$ cat config.mk
export PLATFORM = sky130hd
export DESIGN_NAME = dual_port_ram_be
export DESIGN_NICKNAME = d
export VERILOG_FILES = /design/src/rtl/dual_port_ram_be.sv
export SDC_FILE = /design/constraint.sdc
export NUM_CORES = 1
export LEC_CHECK = 0
export BUFFER_PORTS_ARGS = -buffer_cell sky130_fd_sc_hd__buf_2
export CAP_MARGIN = 20
export CORE_ASPECT_RATIO = 1.1
export CORE_MARGIN = 4
export CORE_UTILIZATION = 40
export CTS_CLUSTER_DIAMETER = 60
export DETAILED_ROUTE_END_ITERATION = 12
export PLACE_DENSITY = 0.58
export SLEW_MARGIN = 30
export SYNTH_ARGS = -nofsm -noshare
export SYNTH_HDL_FRONTEND = slang
export SYNTH_SLANG_ARGS = --single-unit
export TNS_END_PERCENT = 5
$ cat constraint.sdc
create_clock -name CLK -period 2.34 [get_ports CLK]
set_input_delay 0.234 -clock CLK [delete_from_list [all_inputs] [get_ports CLK]]
set_output_delay 0.234 -clock CLK [all_outputs]
set_load 0.01 [all_outputs]
$ cat src/rtl/dual_port_ram_be.sv
// dual_port_ram_be: simple dual-port RAM with byte-lane writes, write-first forwarding, 1/2-cycle read latency and post-reset clear
// Ports: CLK clock, RST_N async active-low reset,
//        EN_WR/BE_WR/ADDR_WR/D_IN write port with byte-lane enables,
//        EN_RD/ADDR_RD read request, D_OUT/VALID_OUT registered read result and strobe,
//        BUSY high while the array is being zeroed after reset.
// Optional: define DUAL_PORT_RAM_PARITY_EN to store even parity per byte lane and add the PAR_ERR output.
module dual_port_ram_be #(
   parameter int DATA_WIDTH   = 32,
   parameter int ADDR_WIDTH   = 4,
   parameter int DEPTH        = 16,
   parameter int RD_LATENCY   = 1,
   parameter int CLR_ON_RESET = 1,
   localparam int BE_WIDTH    = DATA_WIDTH / 8
) (
   input  logic                  CLK,
   input  logic                  RST_N,
   input  logic                  EN_WR,
   input  logic [BE_WIDTH-1:0]   BE_WR,
   input  logic [ADDR_WIDTH-1:0] ADDR_WR,
   input  logic [DATA_WIDTH-1:0] D_IN,
   input  logic                  EN_RD,
   input  logic [ADDR_WIDTH-1:0] ADDR_RD,
   output logic [DATA_WIDTH-1:0] D_OUT,
   output logic                  VALID_OUT,
   output logic                  BUSY
`ifdef DUAL_PORT_RAM_PARITY_EN
   ,
   output logic                  PAR_ERR
`endif
);
   if (DATA_WIDTH % 8 != 0) begin : g_bad_width
      $error("DATA_WIDTH must be a multiple of 8");
   end
   if (RD_LATENCY != 1 && RD_LATENCY != 2) begin : g_bad_latency
      $error("RD_LATENCY must be 1 or 2");
   end
   if (DEPTH > 2 ** ADDR_WIDTH) begin : g_bad_depth
      $error("DEPTH must not exceed 2**ADDR_WIDTH");
   end
   typedef enum logic {CLEAR, READY} state_t;
   state_t                  state;
   logic [ADDR_WIDTH-1:0]   cnt;
   logic [DATA_WIDTH-1:0]   mem [DEPTH];
   logic [DATA_WIDTH-1:0]   rd_word, s1_data;
   logic                    wr_ok, rd_ok, fwd, s1_vld;
`ifdef DUAL_PORT_RAM_PARITY_EN
   logic [BE_WIDTH-1:0]     par [DEPTH];
   logic [BE_WIDTH-1:0]     rd_par;
   logic                    rd_err, s1_err;
`endif
   // RST_N gating keeps the array untouched while reset is held, even when no clear is configured
   assign wr_ok = RST_N && state == READY && EN_WR && 32'(ADDR_WR) < DEPTH;
   assign rd_ok = state == READY && EN_RD;
   assign fwd   = wr_ok && ADDR_WR == ADDR_RD;
   assign BUSY  = state == CLEAR;
   always_ff @(posedge CLK) begin
      if (RST_N && state == CLEAR) begin
         mem[cnt] <= '0;
`ifdef DUAL_PORT_RAM_PARITY_EN
         par[cnt] <= '0;
`endif
      end else if (wr_ok) begin
         for (int i = 0; i < BE_WIDTH; i++) begin
            if (BE_WR[i]) begin
               mem[ADDR_WR][8*i +: 8] <= D_IN[8*i +: 8];
`ifdef DUAL_PORT_RAM_PARITY_EN
               par[ADDR_WR][i] <= ^D_IN[8*i +: 8];
`endif
            end
         end
      end
   end
   // Write-first: enabled lanes of a same-address write replace the stored bytes on the read path
   always_comb begin
      rd_word = 32'(ADDR_RD) < DEPTH ? mem[ADDR_RD] : '0;
`ifdef DUAL_PORT_RAM_PARITY_EN
      rd_par = 32'(ADDR_RD) < DEPTH ? par[ADDR_RD] : '0;
      rd_err = 1'b0;
`endif
      for (int i = 0; i < BE_WIDTH; i++) begin
         rd_word[8*i +: 8] = fwd && BE_WR[i] ? D_IN[8*i +: 8] : rd_word[8*i +: 8];
`ifdef DUAL_PORT_RAM_PARITY_EN
         rd_par[i] = fwd && BE_WR[i] ? ^D_IN[8*i +: 8] : rd_par[i];
         rd_err    = rd_err | (^rd_word[8*i +: 8] ^ rd_par[i]);
`endif
      end
   end
   always_ff @(posedge CLK or negedge RST_N) begin
      if (!RST_N) begin
         state     <= CLR_ON_RESET != 0 ? CLEAR : READY;
         cnt       <= '0;
         D_OUT     <= '0;
         VALID_OUT <= 1'b0;
         s1_data   <= '0;
         s1_vld    <= 1'b0;
`ifdef DUAL_PORT_RAM_PARITY_EN
         s1_err    <= 1'b0;
         PAR_ERR   <= 1'b0;
`endif
      end else begin
         if (state == CLEAR) begin
            cnt   <= cnt + 1'b1;
            state <= 32'(cnt) == DEPTH - 1 ? READY : CLEAR;
         end
         s1_data <= rd_word;
         s1_vld  <= rd_ok;
`ifdef DUAL_PORT_RAM_PARITY_EN
         s1_err  <= rd_ok && rd_err;
         PAR_ERR <= RD_LATENCY == 1 ? rd_ok && rd_err : s1_err;
`endif
         if (RD_LATENCY == 1) begin
            VALID_OUT <= rd_ok;
            if (rd_ok) D_OUT <= rd_word;
         end else begin
            VALID_OUT <= s1_vld;
            if (s1_vld) D_OUT <= s1_data;
         end
      end
   end
endmodule
# Yosys cells after proc, flatten, opt, wreduce, memory -nomap -nowiden

Memories as Yosys holds them, arrays and structs flattened. A register that Yosys moved wholly into a read port is not among the register bits.
Index checks and enable logic that the tools add are counted.

Flip-flop bits (word level): 6
Bits in writable memories: 512
Bits of input ports: 48
Output and inout port bits: 34
Word-level logic and storage cells: 36
Memories kept: 1

Add/subtract/negate cells: 1
Equality and inequality tests: 1
Muxes and demuxes: 23
Bitwise logic cells: 1
Reductions and logical operators: 6

Memory list:

| name | depth | bits a word | read ports | clocked after memory_dff | write ports | line | text |
|---|---|---|---|---|---|---|---|
| mem  | 16    | 32          | 1          | 1                        | 1           | 43   | `logic [DATA_WIDTH-1:0] mem [DEPTH];` |

Operators with widths:

| cell                | number |
|---|---|
| $mux 32             | 1 |
| $reduce_or 32->1    | 1 |
| $mux 1              | 20 |
| $mux 4              | 2 |
| $add 4x1->4 const B | 1 |
| $eq 4x4->1 const B  | 1 |
| $logic_and 1x1->1   | 4 |
| $logic_not 1->1     | 1 |
| $not 1->1           | 1 |

# Longest topological paths before layout

Gate-level depths: netlist of the first run.

Depth after elaboration: 7
Depth in mapped cells: 8
Gate-level depth less buffers: 5

# Worst setup path before layout of the first run

OpenSTA, ideal clock, no wires.

Path type: reg-to-reg
Start point: reg state
End point: mem mem[12][16], enable pin
Library setup time: 0.370 ns
Arrival: 1.778 ns
Data required time: 1.970 ns
Setup slack: 0.191 ns
Cell stages (with the launch flop): 9
Buffers on the path: 3
Period minus slack after synthesis: 2.149 ns
Cell sequence: dfrtp_1 -> buf_2 -> nand3_1 -> nor2_1 -> buf_2 -> buf_2 -> nand4_1 -> o41a_1 -> nor2_1

Longest elaborated chain between the ends: 7
Elaborated cells between the ends (all ways): 21
Those cells by class: mux: 16; bitwise: 1; reduce/logical: 4

Ends and longest elaborated chain:

| what                              | line | text |
|---|---|---|
| from (decl)                       | 41   | `state_t state;` |
| from (signal assigned)            | 90   | `state <= CLR_ON_RESET != 0 ? CLEAR : READY;` |
| from (signal assigned)            | 103  | `state <= 32'(cnt) == DEPTH - 1 ? READY : CLEAR;` |
| $logic_and 1x1->1 (2 in a row)    | 52   | `assign wr_ok = RST_N && state == READY && EN_WR && 32'(ADDR_WR) < DEPTH;` |
| $mux 1                            | 62   | `end else if (wr_ok) begin` |
| $mux 1                            | 57   | `if (RST_N && state == CLEAR) begin` |
| $mux 1 (not written as such)      | 65   | `mem[ADDR_WR][8*i +: 8] <= D_IN[8*i +: 8];` |
| $reduce_or 32->1 (no source line) | --   |  |
| $mux 4 (no source line)           | --   |  |
| to (decl)                         | 43   |  |

Several ways; a longest one is shown, not always the timed one.

# Worst setup path in the final report of the first run

Start point: reg state
End point: mem mem[14][20], enable pin

Same word-level chain as after synthesis.

==> results of run 1 <==
[area by class of cell]
type                    instances  area share [%]
diodes                          4         0.03896
clock buffers                  71           5.542
clock inverters                21          0.8863
inverters                       1         0.01461
multi-input cells             539           20.47
flip-flops and latches        550           63.54
well taps                     728           3.545
repair buffers                203           5.956
[cell families (layout without fill, tap and decap cells)]
logic type,Yosys count,after routing,synth area share [%]
AO/OA/AOI/OAI,144,144,4.509
XOR/XNOR,11,11,0.4389
adder cells (fa/ha/maj),1,1,0.05699
buffers and inverters,86,296,2.046
flip-flops,550,550,74.38
multiplexers,131,131,13.34
other,0,4,0
AND/OR/NAND/NOR,252,252,5.233
[synthesized netlist by cell type, types with 4 or more instances]
master,number
a22oi_1,64
a31oi_1,33
a41oi_1,4
and2_1,38
buf_1,4
buf_2,29
buf_4,6
buf_6,9
clkbuf_1,37
dfrtp_1,38
edfxtp_1,512
mux4_2,128
nand2_1,48
nand2b_1,4
nand3_1,42
nand4_1,5
nor2_1,101
nor2b_1,6
nor3_1,5
o21ai_1,31
o31a_1,4
o41a_1,6
xnor2_1,11
[worst max-delay path: stages, from the launching register on]
cell and delay [ps]:
dfrtp_1 350, nand3_1 120, nor2_4 320, buf_6 240
nor3_1 90, a41oi_2 470, nor2_1 110, buf_4 200
[flip-flops by register name (all words and copies together), names as in the netlist]
signal     count
mem          512
D_OUT         32
cnt            4
VALID_OUT      1
state          1
[routing by layer]
layer / wire length, um / share of wire (%)
met1: 21860 / 41
met2: 26750 / 51
met3: 2625 / 5.0
met4: 1447 / 2.7
met5: 0 / 0
[report_power, final]
part           internal [mW]  switching [mW]
logic                  0.469           0.693
clock network           4.79            3.50
registers               10.8          0.0519
[final timing paths]
check | to | slack [ps] | cells past startpoint
worst max-delay path | mem[14][20] | 170 | 7
min in group asynchronous | D_OUT[11] | 320 | 3
worst max register to register | mem[14][20] | 170 | 7
max in group asynchronous | D_OUT[29] | 1530 | 3
worst min register to register | D_OUT[17] | 550 | 2
worst min-delay path | mem[3][6] | 90 | 2
[through the flow]
stage	utilization, %	worst slack (ps)	instance area (sq um)	total power [mW]	hold slack [ps]
2_1_floorplan	-	191.4	21950	11.72	-61.59
3_3_place_gp	44.34	-392.6	23950	12.21	401.2
3_5_place_dp	44.37	-295.2	23960	12.23	415.1
4_1_cts	47.47	33.35	25640	20.47	57.10
5_1_grt	47.55	33.11	25680	20.97	78.04
6_report	47.57	170.8	25690	20.29	85.61
[timing repair]
action	4_1_cts	5_1_grt
hold endpoints to repair	38	0
hold buffers	1	0
gates resized for setup	6	7
setup endpoints to repair	36	119
==> impl_results.md, run 1 <==
- Placed cell count: 2020
- Post-synth EDFFs: 512
- Yosys warns: 0
- Fraction of layout cells with a size suffix above 1: 30.25%
- Leakage power: 8.957 nW
- Detail Route Antenna Nets: 0
- Most common cell after layout, fill and taps aside: edfxtp_1
- Reg area: 16330 sq um
- Worst hold path type: in2reg
- Most frequent cells in the layout: 512 x edfxtp_1, 128 x mux4_2, 105 x buf_4
- First-pass GRT wire length: 78780 um
- Largest net degree at the start of global routing: 50
- Area delta synth->final: 17.05%
- Critical path origin: state
- Post-Syn Nets: 1224
- Post-synth top area share: 70.05%
- Async S/R FF share, synth: 6.909%
- Root buffer cell: clkbuf_16
- Final wirelength: 52680 um
- Crit Path Class: reg2reg
- Final slew viol count: 0
- Critical Path Source Type: flop
- Area of the mapped netlist: 21950 sq um
- Number of cell rows: 89
- Grt total ovfl: 0
- Filler instances: 4504
- Clock Path Buffers: 3
- Final Setup Violations: 0
- Register bit total from synthesis: 550
- Global routing met2 resource utilization: 30.76%
- Port Buffers: 81
- Vias in the first global route: 12055
- DIE HEIGHT: 253.7 um
- Drt wl/cell: 24.89 um
- M3 GR Usage: 2.870%
- Synth cell types: 33
- Worst-path clk slew: 60 ps
- Gpl congestion: 0.8499
- Highest Clock Rate: 461.0 MHz
- Post-Syn Area per Cell: 18.68 sq um
- Syn Inst Count: 1175
- Ports: 82
- Arr. time, crit path: 2510 ps
- Hpwl dp: 34720 um
- DRC viols: 0
- Max H-tree Level: 2
- Number of post-CTS setup repair buffers: 0
- Initial Utilization: 40.64%
- Initial DRC count: 1083
- Max-cap violations: 0
- Core Area: 54010 sq um
- Vias: 11594
- Skew final: 24.51 ps
- Fin cells: 2117
- Final worst-path cycle share: 92.70%
- Worst Path Required: 2680 ps
- Crit end category: flop
- CTS tree: yes
- Run status: complete, no violations
- Setup TNS: 0 ps
- Final #Nets: 1396
- GRT Total Usage: 18.04%
- Hold Crit Start: D_IN[6]
- Top_reg_cell synth: edfxtp_1
- Drt pass-1 iters: 5
- CTS Sinks: 550
- Fin. Hold Viols: 0
- Top cells by area, synth: edfxtp_1 70%, mux4_2 13%, dfrtp_1 4.3%, a22oi_1 2.2%, nor2_1 1.7%
- Multi-input logic area: 5260 sq um
- DIE WIDTH: 231.4 um
- Synth area leader: edfxtp_1
- Antenna violations before repair: 6
- RSZ-0062 raised after global routing: no
- Worst r2r src: state
- Crit path time final: 2169 ps
- Crit-path max FO: 15
- Slew HR: 53.04%
- Slew @ Worst Pin: 704.4 ps
- Grt peak-use layer: met2
- PwrDens: 789.8 nW/um^2
- Maximum VDD drop: 0.4536 mV
- Vias/cell: 5.477
- Sequential-to-total area share from yosys stat: 74.38%
- Die area: 58690 sq um
- Skew-Pair Late Insertion Delay: 600 ps
- Num CTS Buffers: 52
- Met1 usage: 24.19%
(Power assumes the default switching activity.)
==> run 2, diff against run 1 <==
Settings changed: CELL_PAD_IN_SITES_DETAIL_PLACEMENT set to 0, CELL_PAD_IN_SITES_GLOBAL_PLACEMENT set to 1, PLACE_DENSITY 0.58 to 0.64.
==> impl_results.md, run 2 (synthesis gave the netlist of run 1 again) <==
- Worst hold path type: in2reg
- Final #Nets: 1402 (+0.43%)
- Most frequent cells in the layout: 512 x edfxtp_1, 128 x mux4_2, 114 x buf_4
- Critical Path Source Type: flop
- Antenna violations before repair: 1 (-5)
- Num CTS Buffers: 53 (+1.9%)
- Vias/cell: 5.429 (-0.86%)
- CP max-delay cell: nor2_1
- Clock Path Buffers: 3 (unchanged)
- Crit Path Class: reg2reg
- Vias: 11532 (-0.53%)
- Top Registers: mem (512), D_OUT (32), cnt (4)
- Area delta synth->final: 17.85%
- Skew-Pair Late Insertion Delay: 600 ps (about the same)
- Slew @ Worst Pin: 799.6 ps (+95.28 ps)
- Ports: 82 (unchanged)
- Final Setup Violations: 0 (unchanged)
- Run status: complete, no violations
- Final worst-path cycle share: 99.83% (+7.1 points)
- Gpl congestion: 0.8226 (-3.2%)
- Final slew viol count: 0 (unchanged)
- Worst Hold Depth: 2 (unchanged)
- PwrDens: 805.4 nW/um^2 (+2.0%)
- Top reg by flops: mem
- Crit-path max cell delay: 690 ps (+220 ps)
- Most common cell after layout, fill and taps aside: edfxtp_1
- Initial Utilization: 40.64% (unchanged)
- Fin cells: 2124 (+0.33%)
- Hold Crit Start: D_IN[2]
- Max reg flops: 512 (unchanged)
- Skew final: 21.70 ps (-2.812 ps)
- Grt total ovfl: 0 (unchanged)
- Vias in the first global route: 12131 (+0.63%)
- Highest Clock Rate: 428.1 MHz (-7.1%)
- Detail Route Antenna Nets: 0 (unchanged)
- Reg2Reg Setup Slack: 4 ps (-170 ps)
- Filler instances: 4516 (+0.27%)
- Worst-path clk slew: 60 ps (about the same)
- Root buffer cell: clkbuf_16
- Crit end category: flop
- Placed cell count: 2025 (+0.25%)
- Crit-path max FO: 9 (-6)
- Number of cell rows: 89 (unchanged)
- R2R depth: 4 (-3)
- Crit path time final: 2336 ps (+166.9 ps)
- Hold Path End: mem[6][2]
- First-pass GRT wire length: 79740 um (+1.2%)
- Maximum VDD drop: 0.5272 mV (+16%)
- GRT Total Usage: 18.25% (+0.21 points)
- CTS Sinks: 550 (unchanged)
- Max H-tree Level: 2 (unchanged)
- Port Buffers: 81 (unchanged)
- Worst r2r src: cnt[3]
- RSZ-0062 raised after global routing: yes
- Drt pass-1 iters: 5 (unchanged)
- Fraction of layout cells with a size suffix above 1: 32.81% (+2.6 points)
- Worst Path Required: 2560 ps (-120 ps)
- DIE WIDTH: 231.4 um (unchanged)
- CP dominant cell by count: nor2_1
- DRC viols: 0 (unchanged)
- CTS tree: yes
- Die area: 58690 sq um (unchanged)
- DIE HEIGHT: 253.7 um (unchanged)
- Max-cap violations: 0 (unchanged)
- Core Area: 54010 sq um (unchanged)
- Largest net degree at the start of global routing: 59 (+18%)
- Slew HR: 46.49% (-6.5 points)
- Pwr Total: 20.84 mW (+2.7%)
- Drt wl/cell: 24.64 um (-0.99%)
- Hpwl dp: 35030 um (+0.89%)
- # diodes: 0 (-4)
- Fin. Hold Viols: 0 (unchanged)
- Arr. time, crit path: 2560 ps (+50 ps)
- Final wirelength: 52330 um (-0.66%)
- CP Cell Sequence: or4_1, nor2_1, a31oi_1, nor2_1
- Leakage power: 9.032 nW (+0.83%)
- Critical R2R Capture: mem[0][20]
- Initial DRC count: 1106 (+2.1%)
run 2: cell types whose count changed in the layout (fill, tap and decap cells not counted), moves of 3 or more:
cell	previous run	this run
and2_1	30	23
and2_2	8	15
buf_12	15	11
buf_4	105	114
clkbuf_8	4	8
clkinv_1	8	5
diode_2	4	0
nor2_1	99	83
nor2_2	1	15
run 2: timing repair:
action	CTS	global route
hold buffers	1	0
hold endpoints to repair	27	0
setup endpoints to repair	151	167
gates resized for setup	14	22
setup buffers	0	0
run 2: how the worst max path moves through the flow:
stage	cells after the start	startpoint	slack, ps	endpoint
global route	4	cnt[2]	-140	mem[0][7]
CTS	5	state	-20	mem[0][20]
detailed placement	6	BE_WR[0]	-320	mem[13][2]
global placement	5	BE_WR[0]	-740	mem[14][13]
finish	4	cnt[3]	4	mem[0][20]
floorplan	8	state	190	mem[12][16]
run 2: power breakdown:
group | total (mW) | leakage (nW) | internal, mW | switching, mW
clock | 8.83 | 0.887 | 5.29 | 3.54
sequential | 10.8 | 5.56 | 10.8 | 0.0491
combinational | 1.16 | 2.58 | 0.462 | 0.695
run 2: routing by layer:
metal  part of all wire (%)  global-route usage [%]  wire (um)
met1                     43                   25.63      22450
met2                     50                   29.78      25950
met3                    5.3                   3.554       2778
met4                    2.2                   4.485       1155
met5                      0                       0          0
run 2: stage by stage:
| step | hold slack [ps] | setup WS, ps | util, % | area [sq um] | TNS (ps) |
|---|---|---|---|---|---|
| floorplan | -61.59 | 191.4 | - | 21950 | 0 |
| global placement | 358.0 | -739.5 | 44.32 | 23940 | -68300 |
| detailed placement | 363.2 | -315.6 | 44.34 | 23950 | -50070 |
| CTS | 44.50 | -15.15 | 47.82 | 25820 | -179.3 |
| global route | 99.34 | -136.8 | 47.90 | 25870 | -3168 |
| finish | 72.29 | 3.960 | 47.90 | 25870 | 0 |
run 2: worst max-delay path, delay by kind of cell, from the launching register on:
family / cells / cell delay (ps)
flops: 1 / 500
compound gates: 1 / 140
simple gates: 3 / 1320
run 2: cell type report:
| cell class | instances | area (sq um) | area share (%) |
|---|---|---|---|
| timing repair buffer | 208 | 1518 | 5.867 |
| inverter | 1 | 3.754 | 0.01451 |
| clock buffer | 75 | 1521 | 5.881 |
| tap | 728 | 910.9 | 3.521 |
| multi-input combinational | 539 | 5293 | 20.46 |
| clock inverter | 23 | 296.5 | 1.146 |
| sequential | 550 | 16330 | 63.11 |
==> run 3, diff against run 2 <==
Settings changed: PLACE_DENSITY 0.64 to 0.66.
Clock period 2.34 ns to 1.97 ns, I/O delays scaled along.
==> impl_results.md, run 3 (synthesis gave the netlist of run 1 again) <==
- Area delta synth->final: 22.07%
- Top Registers: mem (512), D_OUT (32), cnt (4)
- Drt pass-1 iters: 5 (unchanged)
- Final Setup Violations: 0 (unchanged)
- Area post-placement: 24650 sq um (+2.9%)
- Detail Route Antenna Nets: 0 (unchanged)
- Fraction of layout cells with a size suffix above 1: 37.06% (+4.3 points)
- Setup TNS: 0 ps (unchanged)
- Drt wl/cell: 24.83 um (+0.78%)
- Max-cap violations: 0 (unchanged)
- Crit Path Class: reg2reg
- Num CTS Buffers: 53 (unchanged)
- Run status: complete, no violations
- Top reg by flops: mem
- Critical Path Source Type: flop
- Worst hold path type: in2reg
- Worst-path clk slew: 60 ps (about the same)
- Grt peak-use layer: met2
- Vias: 11759 (+2.0%)
- Largest net degree at the start of global routing: 43 (-27%)
- Leakage power: 9.399 nW (+4.1%)
- DRC viols: 0 (unchanged)
- Skew final: 18.72 ps (-2.979 ps)
- Maximum VDD drop: 0.6161 mV (+17%)
- # diodes: 0 (unchanged)
- Global routing met2 resource utilization: 31.03% (+1.2 points)
- Ports: 82 (unchanged)
- GRT Total Usage: 18.53% (+0.28 points)
- Clock Path Buffers: 3 (unchanged)
- Gpl congestion: 0.8396 (+2.1%)
- Die area: 58690 sq um (unchanged)
- Arr. time, crit path: 2250 ps (-310 ps)
- PwrDens: 906.5 nW/um^2 (+13%)
- Place WS: -484.1 ps (-168.5 ps)
- Skew-Pair Late Insertion Delay: 590 ps (about the same)
- Root buffer cell: clkbuf_16
- Design area: 26790 sq um (+3.6%)
- Met1 usage: 26.13% (+0.50 points)
- Slew HR: 63.42% (+17 points)
- Crit end category: flop
- Post-Route Utilization: 49.61% (+1.7 points)
- Antenna violations before repair: 3 (+2)
- Final #Nets: 1458 (+4.0%)
- Final slew viol count: 0 (unchanged)
- First-pass GRT wire length: 80920 um (+1.5%)
- Max reg flops: 512 (unchanged)
- Fin. Hold Viols: 0 (unchanged)
- Grt total ovfl: 0 (unchanged)
- Initial DRC count: 1088 (-1.6%)
- Slew @ Worst Pin: 548.7 ps (-250.9 ps)
- Hpwl dp: 35710 um (+2.0%)
- DIE HEIGHT: 253.7 um (unchanged)
- CTS tree: yes
- Max H-tree Level: 2 (unchanged)
- Worst Path Required: 2260 ps (-300 ps)
- Vias/cell: 5.401 (-0.51%)
- Most frequent cells in the layout: 512 x edfxtp_1, 128 x mux4_2, 110 x buf_4
- Port Buffers: 81 (unchanged)
- Highest Clock Rate: 508.5 MHz (+19%)
- RSZ-0062 raised after global routing: yes
- Vias in the first global route: 12477 (+2.9%)
- Crit-path max FO: 8 (-1)
- Most common cell after layout, fill and taps aside: edfxtp_1
- Initial Utilization: 40.64% (unchanged)
- CTS Sinks: 550 (unchanged)
- DIE WIDTH: 231.4 um (unchanged)
- M3 GR Usage: 2.724% (-0.83 points)
- Final worst-path cycle share: 99.82% (about the same)
- Core Area: 54010 sq um (unchanged)
- Final wirelength: 54060 um (+3.3%)
- Number of cell rows: 89 (unchanged)
- Pwr Total: 24.29 mW (+17%)
- Crit path time final: 1966 ps (-369.7 ps)
- Final setup margin: 3.612 ps (-0.3482 ps)
[run 3: cell types whose count changed in the layout (fill, tap and decap cells not counted), moves of 5 or more]
cell,previous run,this run
buf_12,11,41
buf_6,2,28
nor2_1,83,68
nor2_2,15,25
nand3_1,42,33
nand3_2,0,9
clkbuf_1,13,8
clkinv_1,5,10
nor2_4,3,8
[run 3: layer usage]
layer	vias to the layer above	wire (um)
met5	-	13
met4	2	905
met3	61	2548
met2	303	26840
met1	6166	23740
li1	5227	-
[run 3: power breakdown]
part / total (mW) / internal (mW) / switching, mW / leakage, nW
Combinational: 1.54 / 0.658 / 0.882 / 3.02
Sequential: 12.9 / 12.8 / 0.0509 / 5.56
Clock: 9.88 / 5.70 / 4.18 / 0.819
Total: 24.3 / 19.2 / 5.11 / 9.40
[run 3: path summary, 6_finish.rpt]
check	start	to	slack (ps)	cells past startpoint
worst max-delay path	cnt[0]	mem[2][5]	4	6
worst min-delay path	D_IN[16]	D_OUT[16]	50	4
worst max register to register	cnt[0]	mem[2][5]	4	6
worst min register to register	D_OUT[27]	D_OUT[27]	550	2
max in group asynchronous	RST_N	D_OUT[20]	810	4
min in group asynchronous	RST_N	cnt[0]	410	3
[run 3: final cells by class]
class | instances | area (sq um)
well taps | 728 | 910.9
multi-input cells | 539 | 5416
clock buffers | 64 | 1398
clock inverters | 31 | 292.8
flip-flops and latches | 550 | 16330
fillers | 4433 | 27210
inverters | 1 | 3.754
repair buffers | 264 | 2446
[run 3: worst max-delay path, cell delays in order (launching register included)]
cell and delay, ps:
dfrtp_1 420, buf_4 180, nand2b_1 210, o41a_1 410
buf_4 180, nor2_2 100, buf_6 170
[run 3: timing repair]
action | CTS | global route
endpoints found under the setup margin | 307 | 408
resized for setup | 29 | 62
buffers inserted | 3 | 7
pin swaps | 0 | 14
cloned | 0 | 1
hold endpoints to repair | 14 | 0
hold buffers | 2 | 0
[run 3: through the flow]
step                      hold WS [ps]  cells
final                            45.26   2177
after global routing             43.20   2177
after CTS                        12.20   2169
after detailed placement         358.4   2069
after global placement           360.6   2069
after floorplan                 -98.59   1175
